## config.mk

```make
export PLATFORM = sky130hd
export DESIGN_NAME = mcdf_flat
export DESIGN_NICKNAME = d
export VERILOG_FILES = /design/src/rtl/mcdf_pkg.sv /design/src/rtl/mcdf_if.sv /design/src/rtl/mcdf_fifo.sv /design/src/rtl/mcdf.sv /design/src/flat_wrapper.sv
export SDC_FILE = /design/constraint.sdc
export NUM_CORES = 2
export LEC_CHECK = 0
export CAP_MARGIN = 5
export CORE_ASPECT_RATIO = 1.4
export CORE_MARGIN = 4
export CORE_UTILIZATION = 45
export CTS_CLUSTER_DIAMETER = 200
export DETAILED_ROUTE_END_ITERATION = 10
export DONT_BUFFER_PORTS = 1
export PLACE_DENSITY = 0.57
export SLEW_MARGIN = 40
export SYNTH_ARGS = -nofsm -noshare
export SYNTH_HDL_FRONTEND = slang
export SYNTH_SLANG_ARGS = --single-unit
```

## constraint.sdc

```tcl
create_clock -name clk -period 8.45 [get_ports clk]
set_clock_uncertainty 0.2 [all_clocks]
set_input_delay 0 -clock clk [delete_from_list [all_inputs] [get_ports clk]]
set_output_delay 0 -clock clk [all_outputs]
set_load 0.01 [all_outputs]
```

## src/rtl/mcdf_pkg.sv

```systemverilog
// Shared definitions for the mcdf formatter: cmd encodings, register map,
// CTRL field layout, length decode and formatter state type.
package mcdf_pkg;

   localparam int unsigned NUM_CH = 3;

   typedef enum logic [1:0] {
      CMD_IDLE = 2'b00,
      CMD_RD   = 2'b01,
      CMD_WR   = 2'b10
   } cmd_t;

   localparam logic [5:0] ADDR_CTRL0 = 6'h00;
   localparam logic [5:0] ADDR_CTRL1 = 6'h04;
   localparam logic [5:0] ADDR_CTRL2 = 6'h08;
   localparam logic [5:0] ADDR_STAT0 = 6'h10;
   localparam logic [5:0] ADDR_STAT1 = 6'h14;
   localparam logic [5:0] ADDR_STAT2 = 6'h18;

   localparam int unsigned       CTRL_EN_BIT   = 0;
   localparam int unsigned       CTRL_PRIO_LSB = 1;
   localparam int unsigned       CTRL_LEN_LSB  = 3;
   localparam int unsigned       CTRL_W        = 6;
   localparam logic [CTRL_W-1:0] CTRL_RST      = 6'h07;

   typedef enum logic [1:0] {
      ST_IDLE,
      ST_REQ,
      ST_SEND,
      ST_END
   } fmt_state_t;

   function automatic logic [5:0] len_decode(input logic [2:0] code);
      case (code)
         3'd0:    return 6'd4;
         3'd1:    return 6'd8;
         3'd2:    return 6'd16;
         default: return 6'd32;
      endcase
   endfunction

endpackage

```

## src/rtl/mcdf_if.sv

```systemverilog
// Bundle of the mcdf channel, formatter and cmd-bus signals; slave is the
// formatter's view, master the driver's view.
interface mcdf_if #(
   parameter int unsigned DW = 32
);
   logic [DW-1:0] ch0_data, ch1_data, ch2_data;
   logic          ch0_valid, ch1_valid, ch2_valid;
   logic          ch0_ready, ch1_ready, ch2_ready;

   logic          fmt_grant;
   logic [1:0]    fmt_chid;
   logic [5:0]    fmt_length;
   logic          fmt_req;
   logic [DW-1:0] fmt_data;
   logic          fmt_start;
   logic          fmt_end;

   logic [1:0]    cmd;
   logic [5:0]    cmd_addr;
   logic [31:0]   cmd_data_i;
   logic [31:0]   cmd_data_o;

   modport slave (
      input  ch0_data, ch1_data, ch2_data, ch0_valid, ch1_valid, ch2_valid,
      input  fmt_grant, cmd, cmd_addr, cmd_data_i,
      output ch0_ready, ch1_ready, ch2_ready,
      output fmt_chid, fmt_length, fmt_req, fmt_data, fmt_start, fmt_end,
      output cmd_data_o
   );

   modport master (
      output ch0_data, ch1_data, ch2_data, ch0_valid, ch1_valid, ch2_valid,
      output fmt_grant, cmd, cmd_addr, cmd_data_i,
      input  ch0_ready, ch1_ready, ch2_ready,
      input  fmt_chid, fmt_length, fmt_req, fmt_data, fmt_start, fmt_end,
      input  cmd_data_o
   );
endinterface

```

## src/rtl/mcdf_fifo.sv

```systemverilog
// Synchronous show-ahead FIFO with occupancy count; simultaneous push and pop
// are both honoured.
module mcdf_fifo #(
   parameter  int unsigned DEPTH = 32,
   parameter  int unsigned DW    = 32,
   localparam int unsigned AW    = $clog2(DEPTH)
) (
   input  logic          clk,
   input  logic          rst_n,
   input  logic          i_push,
   input  logic [DW-1:0] i_wdata,
   input  logic          i_pop,
   output logic [DW-1:0] o_rdata,
   output logic [AW:0]   o_count,
   output logic          o_full
);
   logic [DW-1:0] r_mem [DEPTH];
   logic [AW-1:0] r_wptr, r_rptr;
   logic [AW:0]   r_count;
   logic          w_push, w_pop;

   assign o_full  = (r_count == (AW+1)'(DEPTH));
   assign w_push  = i_push && !o_full;
   assign w_pop   = i_pop && (r_count != '0);
   assign o_rdata = r_mem[r_rptr];
   assign o_count = r_count;

   always_ff @(posedge clk) begin
      if (w_push) r_mem[r_wptr] <= i_wdata;
   end

   always_ff @(posedge clk) begin
      if (rst_n) begin
         r_wptr  <= '0;
         r_rptr  <= '0;
         r_count <= '0;
      end else begin
         if (w_push) r_wptr <= r_wptr + AW'(1);
         if (w_pop)  r_rptr <= r_rptr + AW'(1);
         case ({w_push, w_pop})
            2'b10:   r_count <= r_count + (AW+1)'(1);
            2'b01:   r_count <= r_count - (AW+1)'(1);
            default: r_count <= r_count;
         endcase
      end
   end
endmodule

```

## src/rtl/mcdf.sv

```systemverilog
// Multi-channel data formatter: three channel FIFOs, priority arbiter, framed
// packet output and cmd-bus register file. STAT regs built only with MCDF_STATUS_REGS_EN.
module mcdf
   import mcdf_pkg::*;
#(
   parameter int unsigned FIFO_DEPTH = 32,
   parameter int unsigned DW         = 32
) (
   input logic   clk,
   input logic   rst_n,
   mcdf_if.slave bus
);
   localparam int unsigned CW = $clog2(FIFO_DEPTH) + 1;

   logic [DW-1:0]     w_wdata [NUM_CH];
   logic [DW-1:0]     w_rdata [NUM_CH];
   logic [CW-1:0]     w_count [NUM_CH];
   logic [NUM_CH-1:0] w_valid, w_ready, w_full, w_pop;
   logic [CTRL_W-1:0] r_ctrl  [NUM_CH];

   assign w_wdata[0] = bus.ch0_data;
   assign w_wdata[1] = bus.ch1_data;
   assign w_wdata[2] = bus.ch2_data;
   assign w_valid    = {bus.ch2_valid, bus.ch1_valid, bus.ch0_valid};

   // ready is held low while reset is asserted, even though en resets to 1
   always_comb begin
      w_ready = '0;
      for (int unsigned i = 0; i < NUM_CH; i++)
         w_ready[i] = r_ctrl[i][CTRL_EN_BIT] && !w_full[i] && !rst_n;
   end

   assign bus.ch0_ready = w_ready[0];
   assign bus.ch1_ready = w_ready[1];
   assign bus.ch2_ready = w_ready[2];

   for (genvar g = 0; g < NUM_CH; g++) begin : g_ch
      mcdf_fifo #(.DEPTH(FIFO_DEPTH), .DW(DW)) u_fifo (
         .clk     (clk),
         .rst_n   (rst_n),
         .i_push  (w_valid[g] && w_ready[g]),
         .i_wdata (w_wdata[g]),
         .i_pop   (w_pop[g]),
         .o_rdata (w_rdata[g]),
         .o_count (w_count[g]),
         .o_full  (w_full[g])
      );
   end

   logic       w_win_vld;
   logic [1:0] w_win_id, w_win_prio;
   logic [5:0] w_win_len;

   // strict less-than keeps the lowest channel id on a priority tie
   always_comb begin
      w_win_vld  = 1'b0;
      w_win_id   = '0;
      w_win_prio = '1;
      w_win_len  = '0;
      for (int unsigned i = 0; i < NUM_CH; i++) begin
         if (r_ctrl[i][CTRL_EN_BIT] &&
             (w_count[i] >= CW'(len_decode(r_ctrl[i][CTRL_LEN_LSB +: 3]))) &&
             (!w_win_vld || (r_ctrl[i][CTRL_PRIO_LSB +: 2] < w_win_prio))) begin
            w_win_vld  = 1'b1;
            w_win_id   = 2'(i);
            w_win_prio = r_ctrl[i][CTRL_PRIO_LSB +: 2];
            w_win_len  = len_decode(r_ctrl[i][CTRL_LEN_LSB +: 3]);
         end
      end
   end

   fmt_state_t    r_state, w_state_nxt;
   logic [1:0]    r_chid;
   logic [5:0]    r_len, r_cnt;
   logic [DW-1:0] r_fmt_data, w_sel_data;
   logic          r_start, r_end, w_req, w_last;

   assign w_last = (r_cnt == r_len - 6'd1);

   always_ff @(posedge clk) begin
      if (rst_n) r_state <= ST_IDLE;
      else       r_state <= w_state_nxt;
   end

   always_comb begin
      w_state_nxt = r_state;
      w_req       = 1'b0;
      w_pop       = '0;
      case (r_state)
         ST_IDLE: if (w_win_vld) w_state_nxt = ST_REQ;
         ST_REQ: begin
            w_req = 1'b1;
            if (bus.fmt_grant) w_state_nxt = ST_SEND;
         end
         ST_SEND: begin
            for (int unsigned i = 0; i < NUM_CH; i++) w_pop[i] = (r_chid == 2'(i));
            if (w_last) w_state_nxt = ST_END;
         end
         ST_END:  w_state_nxt = ST_IDLE;
         default: w_state_nxt = ST_IDLE;
      endcase
   end

   always_comb begin
      w_sel_data = '0;
      for (int unsigned i = 0; i < NUM_CH; i++)
         if (r_chid == 2'(i)) w_sel_data = w_rdata[i];
   end

   always_ff @(posedge clk) begin
      if (rst_n) begin
         r_chid     <= '0;
         r_len      <= '0;
         r_cnt      <= '0;
         r_fmt_data <= '0;
         r_start    <= 1'b0;
         r_end      <= 1'b0;
      end else begin
         r_start <= 1'b0;
         r_end   <= 1'b0;
         if ((r_state == ST_IDLE) && w_win_vld) begin
            r_chid <= w_win_id;
            r_len  <= w_win_len;
            r_cnt  <= '0;
         end
         if (r_state == ST_SEND) begin
            r_fmt_data <= w_sel_data;
            r_start    <= (r_cnt == '0);
            r_end      <= w_last;
            r_cnt      <= r_cnt + 6'd1;
         end
      end
   end

   assign bus.fmt_req    = w_req;
   assign bus.fmt_chid   = r_chid;
   assign bus.fmt_length = r_len;
   assign bus.fmt_data   = r_fmt_data;
   assign bus.fmt_start  = r_start;
   assign bus.fmt_end    = r_end;

   cmd_t        w_cmd;
   logic [31:0] w_rd_val, r_cmd_rdata;
   logic        w_unused_cmd_hi;

   assign w_cmd           = cmd_t'(bus.cmd);
   assign w_unused_cmd_hi = ^bus.cmd_data_i[31:CTRL_W];

`ifdef MCDF_STATUS_REGS_EN
   logic [7:0] w_free [NUM_CH];
   always_comb begin
      for (int unsigned i = 0; i < NUM_CH; i++)
         w_free[i] = 8'(FIFO_DEPTH - 32'(w_count[i]));
   end
`endif

   always_comb begin
      w_rd_val = '0;
      case (bus.cmd_addr)
         ADDR_CTRL0: w_rd_val = {{(32-CTRL_W){1'b0}}, r_ctrl[0]};
         ADDR_CTRL1: w_rd_val = {{(32-CTRL_W){1'b0}}, r_ctrl[1]};
         ADDR_CTRL2: w_rd_val = {{(32-CTRL_W){1'b0}}, r_ctrl[2]};
`ifdef MCDF_STATUS_REGS_EN
         ADDR_STAT0: w_rd_val = {24'd0, w_free[0]};
         ADDR_STAT1: w_rd_val = {24'd0, w_free[1]};
         ADDR_STAT2: w_rd_val = {24'd0, w_free[2]};
`endif
         default:    w_rd_val = '0;
      endcase
   end

   always_ff @(posedge clk) begin
      if (rst_n) begin
         for (int unsigned i = 0; i < NUM_CH; i++) r_ctrl[i] <= CTRL_RST;
         r_cmd_rdata <= '0;
      end else begin
         if (w_cmd == CMD_WR) begin
            case (bus.cmd_addr)
               ADDR_CTRL0: r_ctrl[0] <= bus.cmd_data_i[CTRL_W-1:0];
               ADDR_CTRL1: r_ctrl[1] <= bus.cmd_data_i[CTRL_W-1:0];
               ADDR_CTRL2: r_ctrl[2] <= bus.cmd_data_i[CTRL_W-1:0];
               default: ;
            endcase
         end
         if (w_cmd == CMD_RD) r_cmd_rdata <= w_rd_val;
      end
   end

   assign bus.cmd_data_o = r_cmd_rdata;

endmodule

```

## src/flat_wrapper.sv

```systemverilog
// flat-port wrapper written by rule: the top's interface ports become plain ports
module mcdf_flat import mcdf_pkg::*;
#(
   parameter int unsigned FIFO_DEPTH = 32,
   parameter int unsigned DW         = 32
)
  (clk, rst_n, bus_ch0_data, bus_ch1_data, bus_ch2_data, bus_ch0_valid, bus_ch1_valid, bus_ch2_valid, bus_fmt_grant, bus_cmd, bus_cmd_addr, bus_cmd_data_i, bus_ch0_ready, bus_ch1_ready, bus_ch2_ready, bus_fmt_chid, bus_fmt_length, bus_fmt_req, bus_fmt_data, bus_fmt_start, bus_fmt_end, bus_cmd_data_o);
  mcdf_if #(.DW(DW)) bus_i ();
  input logic clk;
  input logic rst_n;
  input wire logic [$bits(bus_i.ch0_data)-1:0] bus_ch0_data;
  input wire logic [$bits(bus_i.ch1_data)-1:0] bus_ch1_data;
  input wire logic [$bits(bus_i.ch2_data)-1:0] bus_ch2_data;
  input wire logic [$bits(bus_i.ch0_valid)-1:0] bus_ch0_valid;
  input wire logic [$bits(bus_i.ch1_valid)-1:0] bus_ch1_valid;
  input wire logic [$bits(bus_i.ch2_valid)-1:0] bus_ch2_valid;
  input wire logic [$bits(bus_i.fmt_grant)-1:0] bus_fmt_grant;
  input wire logic [$bits(bus_i.cmd)-1:0] bus_cmd;
  input wire logic [$bits(bus_i.cmd_addr)-1:0] bus_cmd_addr;
  input wire logic [$bits(bus_i.cmd_data_i)-1:0] bus_cmd_data_i;
  output wire logic [$bits(bus_i.ch0_ready)-1:0] bus_ch0_ready;
  output wire logic [$bits(bus_i.ch1_ready)-1:0] bus_ch1_ready;
  output wire logic [$bits(bus_i.ch2_ready)-1:0] bus_ch2_ready;
  output wire logic [$bits(bus_i.fmt_chid)-1:0] bus_fmt_chid;
  output wire logic [$bits(bus_i.fmt_length)-1:0] bus_fmt_length;
  output wire logic [$bits(bus_i.fmt_req)-1:0] bus_fmt_req;
  output wire logic [$bits(bus_i.fmt_data)-1:0] bus_fmt_data;
  output wire logic [$bits(bus_i.fmt_start)-1:0] bus_fmt_start;
  output wire logic [$bits(bus_i.fmt_end)-1:0] bus_fmt_end;
  output wire logic [$bits(bus_i.cmd_data_o)-1:0] bus_cmd_data_o;
  assign bus_i.ch0_data = bus_ch0_data;
  assign bus_i.ch1_data = bus_ch1_data;
  assign bus_i.ch2_data = bus_ch2_data;
  assign bus_i.ch0_valid = bus_ch0_valid;
  assign bus_i.ch1_valid = bus_ch1_valid;
  assign bus_i.ch2_valid = bus_ch2_valid;
  assign bus_i.fmt_grant = bus_fmt_grant;
  assign bus_i.cmd = bus_cmd;
  assign bus_i.cmd_addr = bus_cmd_addr;
  assign bus_i.cmd_data_i = bus_cmd_data_i;
  assign bus_ch0_ready = bus_i.ch0_ready;
  assign bus_ch1_ready = bus_i.ch1_ready;
  assign bus_ch2_ready = bus_i.ch2_ready;
  assign bus_fmt_chid = bus_i.fmt_chid;
  assign bus_fmt_length = bus_i.fmt_length;
  assign bus_fmt_req = bus_i.fmt_req;
  assign bus_fmt_data = bus_i.fmt_data;
  assign bus_fmt_start = bus_i.fmt_start;
  assign bus_fmt_end = bus_i.fmt_end;
  assign bus_cmd_data_o = bus_i.cmd_data_o;
  mcdf #(.FIFO_DEPTH(FIFO_DEPTH), .DW(DW)) u_core (.clk(clk), .rst_n(rst_n), .bus(bus_i));
endmodule
```

Yosys cells after proc, flatten, opt, wreduce, memory -nomap -nowiden
Memory sizes are Yosys's and may differ from the RTL's. A register that Yosys moved wholly into a read port is not among the register bits.
Index checks and enable logic that the tools add are counted.
{"block": "totals", "regBits": 130, "ramBits": 3090, "output_inout_bits": 78, "word_cells": 174, "n_memories": 4}
{"name": "u_core.g_ch[0].u_fifo.r_mem", "depth": 32, "word_bits": 32, "rd": 1, "rd_ports_with_merged_regs": 1, "wr": 1, "line_no": "mcdf_fifo.sv:17", "rtl": "logic [DW-1:0] r_mem [DEPTH];"}
{"name": "u_core.g_ch[1].u_fifo.r_mem", "depth": 32, "word_bits": 32, "rd": 1, "rd_ports_with_merged_regs": 1, "wr": 1, "line_no": "mcdf_fifo.sv:17"}
{"name": "u_core.g_ch[2].u_fifo.r_mem", "depth": 32, "word_bits": 32, "rd": 1, "rd_ports_with_merged_regs": 1, "wr": 1, "line_no": "mcdf_fifo.sv:17"}
{"name": "u_core.r_ctrl", "depth": 3, "word_bits": 6, "rd": 3, "rd_ports_with_merged_regs": 0, "wr": 3, "line_no": "mcdf.sv:19", "rtl": "logic [CTRL_W-1:0] r_ctrl [NUM_CH];"}
{"block": "op_classes", "n_addsub": 14, "order_cmp": 5, "eq_ne": 28, "muxes": 57, "bitwise": 4, "n_reduce_logical": 45}
{"cell": "$mux W32", "n": 3}
{"cell": "$pmux W6 S3", "n": 4}
{"cell": "$mux W6", "n": 8}
{"cell": "$pmux W6 S2", "n": 3}
{"cell": "$add A5 B1 Y5 const B", "n": 6}
{"cell": "$mux W5", "n": 6}
{"cell": "$mux W1", "n": 25}
{"cell": "$add A6 B1 Y6 const B", "n": 4}
{"cell": "$sub A6 B1 Y6 const B", "n": 4}
{"cell": "$logic_and A1 B1 Y1", "n": 21}
{"cell": "$eq A6 B6 Y1 const B", "n": 3}
{"cell": "$ge A6 B6 Y1", "n": 3}
{"cell": "$reduce_bool A6 Y1", "n": 3}
{"cell": "$eq A2 B2 Y1 const B", "n": 7}
{"cell": "$eq A2 B1 Y1 const B", "n": 6}
{"cell": "$logic_not A6 Y1", "n": 2}
{"cell": "$mux W2", "n": 6}
{"cell": "$eq A3 B1 Y1 const B", "n": 3}
{"cell": "$eq A3 B2 Y1 const B", "n": 3}
{"cell": "$logic_not A3 Y1", "n": 3}
{"cell": "$pmux W2 S4", "n": 1}
{"cell": "$reduce_bool A2 Y1", "n": 4}
{"cell": "$eq A6 B3 Y1 const B", "n": 1}
{"cell": "$eq A6 B4 Y1 const B", "n": 1}
{"cell": "other kinds (12)", "n": 23}

Longest topological paths before layout
An unclocked memory read counts as a cell.
{"block": "depth", "word_depth": 17, "ltp_mapped": 17, "mapped_depth_nobuf": 17}

Modules after synthesis
A second synthesis with hierarchy kept.
{"block": "hier_totals", "cells_unflattened": 6634, "area_unflattened_um2": 125337.7}
{"module": "mcdf_fifo (u_core.g_ch[0].u_fifo ...)", "instances": 2, "cells_each": 2047, "area_per_inst_um2": 40365.0, "seq_area_each_um2": 31169.9}
{"module": "mcdf_fifo (u_core.g_ch[2].u_fifo)", "instances": 1, "cells_each": 2052, "area_per_inst_um2": 40366.2, "seq_area_each_um2": 31169.9}
{"module": "mcdf", "instances": 1, "cells_each": 488, "area_per_inst_um2": 4241.6, "seq_area_each_um2": 1621.6}

Least setup slack after synthesis
OpenSTA, ideal clock, no wires.
{"block": "synth_path", "kind": "register to register", "start": "mem u_core.r_ctrl[0][5]", "end": "reg u_core.r_len[2], in the netlist u_core.bus.fmt_length[2]", "setup_ns": 0.117, "arrival_ns": 3.917, "required_ns": 8.133, "setup_slack_ns": 4.215, "stages_incl_launch_ff": 17, "synth_period_minus_slack_ns": 4.235, "path_cell_list": "edfxtp_1 > or3b_2 > ha_1 > nor2b_1 > a311oi_1 > o21a_1 > nor2_1 > ha_1 > a21oi_1 > o21ai_0 > nand2_1 > o21ai_0 > ha_1 > o22ai_1 > a32o_1 > a221o_1 > a32o_1"}
{"item": "start, declared", "line_no": "mcdf.sv:19"}
{"item": "end signal, assigned", "line_no": "mcdf.sv:123", "rtl": "r_len <= w_win_len;"}
{"item": "end, declared", "line_no": "mcdf.sv:74", "rtl": "logic [5:0] r_len, r_cnt;"}

==> flow_metrics.py <==
metrics = {
    "clock_network": {
        "holdBufCountCts": 198,
        "clockRootBuffer": "clkbuf_16",
        "clock-sinks": 3207,
        "postCtsSetupRepairBufs": 0,
        "clk-insertion-delay-late_ns": 0.86,
        "cts_tree": "yes",
        "cts_buffers": 305,
        "path_clk_slew_ns": 0.07,
        "h-tree-depth": 5,
        "ctsResizeCount": 0,
        "cts_buffer_depth": 4,
    },
    "cells_and_area": {
        "final_nets": 6148,
        "syn2layout_area_growth_pct": 14.7,
        "num-fill-cells": 21213,
        "drive_above_1_share_pct": 28.1,
        "final-seq-area_um2": 95200,
        "multi_input_area_um2": 27200,
    },
    "logic_synthesis": {
        "synth_compound_area_share_pct": 2.18,
        "muxShareOfSynthArea_pct": 16.5,
        "synth-adder-area-share_pct": 0.556,
        "netlist_area_um2": 123000,
        "synth_top_area_share_pct": 75.3,
        "synth_top_cell_by_area": "edfxtp_1",
        "synth_top_family_by_area": "multiplexers",
        "ys_types": 57,
        "synth_seq_cells": 3207,
        "synth-xor-area-share_pct": 0.327,
        "yosysSeqAreaShare_pct": 77.2,
        "yosys-top-cells-area": "edfxtp_1, mux4_2, dfxtp_1",
        "yosys_warnings": 0,
        "avgSynthCellArea_um2": 22.5,
        "synth_flop_cell": "edfxtp_1",
        "synthSimpleGateAreaFrac_pct": 1.62,
        "synthTopCellsByCount": "edfxtp_1, mux4_2, nor2_1",
        "yosys.cell_count.top_type": "edfxtp_1",
        "syn_inst": 5486,
        "synthArstFlopShare_pct": 0,
        "synth_edf_count": 3090,
    },
    "critical_path": {
        "slowest_stage": "or3b_2",
        "critPathTopFamily": "compound AO/OA/AOI/OAI gates",
        "cp-start-kind": "register",
        "cp-end-kind": "register",
        "critPathMaxStageDelay_ns": 0.52,
        "required_ns": 8.98,
        "arrival_ns": 5.28,
        "crit_type": "reg2reg",
        "path_buf_inv": 0,
        "path_common_cell": "ha_1",
        "cp_max_fo": 6,
        "crit_chain": "or3b_2, ha_1, nor2b_1, a311oi_1, o21a_1, nor2_1, ha_1, a21oi_1, o21ai_0, nand2_1, o21ai_0, ha_1, o22ai_1, a32oi_1, o221ai_1, a32o_1",
    },
    "run_status": {
        "status": "complete, but fails checks",
        "violations": "hold timing",
    },
    "pwr": {
        "p_per_area_nw_per_um2": 229,
        "switching_power_w": 0.00676,
        "power_switching_share_pct": 20.9,
        "irDropWorstVdd_mv": 0.157,
        "comb_power_share_pct": 3.4,
        "intPower_w": 0.0256,
        "sequentialPowerShare_pct": 54.7,
        "power_leakage_nw": 42.4,
        "pwr-share-clk_pct": 41.9,
    },
    "global_routing": {
        "grt_pass1_wl_um": 465000,
        "overflow": 0,
        "grt_pass1_vias": 60961,
        "grt_max_degree": 103,
        "grtUsageTotal_pct": 23.2,
        "antenna_found_initial": 15,
    },
    "sta": {
        "rsz0062_at_grt": "no",
        "hold_viol": 1,
        "hold_ws_ns": -0.0000517,
        "setup_violations": 0,
        "drv_slew": 0,
        "maxSlewHeadroom_pct": 41.2,
        "layout_setup_ws_ns": 3.71,
        "fin_crit_ns": 4.74,
        "fmax_mhz": 211,
        "worstMarginPinSlew_ns": 0.880,
        "tns_ns": 0,
        "post-route-period-util_pct": 56.1,
    },
    "placement": {
        "gp_congestion": 0.793,
        "portBuffers": 0,
        "pre_cts_ws_ns": 3.76,
        "dpl.hpwl_um": 185000,
    },
    "job": {
        "drv_cap": 0,
    },
    "routing": {
        "drc": 0,
        "vias": 58864,
        "wirelength_um": 329000,
        "vias_per_cell": 5.97,
        "firstDrtPassIters": 5,
        "wl_per_cell_um": 33.4,
        "drtIter0Drc": 6616,
        "ant_nets": 0,
    },
    "floorplanning": {
        "dieArea_um2": 282000,
        "die-height_um": 627,
        "die_w_um": 450,
        "ios": 220,
        "core_um2": 273000,
        "core.rowCount": 227,
        "initial_core_util_pct": 45.2,
    },
    "worst_hold_path": {
        "hold_class": "in2reg",
    },
}
metal layers:
metal | track usage [%] | vias to the layer above | routed length [um]
li1 | - | 24124 | -
met1 | 30.0 | 32334 | 128000
met2 | 40.8 | 1935 | 172000
met3 | 3.85 | 465 | 20100
met4 | 6.03 | 6 | 9140
met5 | 0 | - | 41
registers in the layout, summed over array words and instances (netlist names), named ones only:
signal                      flops
u_core.bus.cmd_data_o           6
u_core.bus.fmt_chid             2
u_core.bus.fmt_data            32
u_core.bus.fmt_end              1
u_core.bus.fmt_length           4
u_core.bus.fmt_start            1
u_core.g_ch.u_fifo.o_count     18
u_core.g_ch.u_fifo.r_mem     3072
u_core.g_ch.u_fifo.r_rptr      15
u_core.g_ch.u_fifo.r_wptr      15
u_core.r_cnt                    6
u_core.r_ctrl                  18
u_core.r_state                  2
worst register-to-register path: cells and delay by family, from the launching register on:
family | cells | cell delay, ns
AOI/OAI and AO/OA | 9 | 2.21
adders and majority gates | 3 | 0.90
and+or+nand+nor | 4 | 0.88
DFF | 1 | 0.44
final cells by class:
type                    count  area share (%)
clock buffers             390            5.89
well taps                3664            3.24
clock inverters           151           0.977
inverters                  42           0.111
repair buffers            460            3.19
flip-flops and latches   3207            67.3
multi-input cells        1937            19.3
diodes                     11          0.0195
cells by family after synthesis:
logic type | Yosys count
other cells | 1
fa+ha+maj | 53
buf+inv | 369
compound gates | 388
mux | 997
xor+xnor | 46
simple gates | 425
flops | 3207
stage by stage:
stage	util (%)	area, um2	hold slack (ns)	power [W]	std cells
after CTS	51.6	141000	0.0167	0.0326	9774
after detailed placement	47.2	129000	-0.0995	0.0188	9035
final	51.8	141000	-0.0000517	0.0323	9862
after floorplan	-	123000	-0.101	0.0184	5513
after global placement	47.1	128000	-0.0992	0.0188	9024
after global routing	51.8	141000	0.00135	0.0333	9855
cells in the final DEF (no fill, tap or decap), types with 88 or more instances in the layout:
cell,instances
mux4_2,832
dfxtp_1,104
o22ai_1,88
a21oi_1,101
edfxtp_1,3090
buf_4,156
nor2_1,128
mux2i_1,158
clkbuf_16,316
nor2_4,98
dlygate4sd3_1,147
worst paths after layout:
check	cells after the start	slack, ns	startpoint	endpoint
worst max-delay path	16	3.71	u_core.r_ctrl[0][5]	u_core.bus.fmt_length[5]
worst min-delay path	2	-0.00005	bus_ch2_data[28]	u_core.g_ch[2].u_fifo.r_mem[31][28]
worst max register to register	16	3.71	u_core.r_ctrl[0][5]	u_core.bus.fmt_length[5]
worst min register to register	2	0.33	u_core.g_ch[1].u_fifo.r_rptr[4]	u_core.g_ch[1].u_fifo.r_rptr[4]
power groups by stage:
stage / clock, W / combinational [W] / sequential [W]
after global placement: 0 / 0.000739 / 0.0180
after global routing: 0.0144 / 0.00118 / 0.0177
after detailed placement: 0 / 0.000764 / 0.0180
after CTS: 0.0138 / 0.00110 / 0.0177
after floorplan: 0 / 0.000454 / 0.0179
final: 0.0135 / 0.00111 / 0.0177
Note: power is estimated with default switching activity, not from simulation.
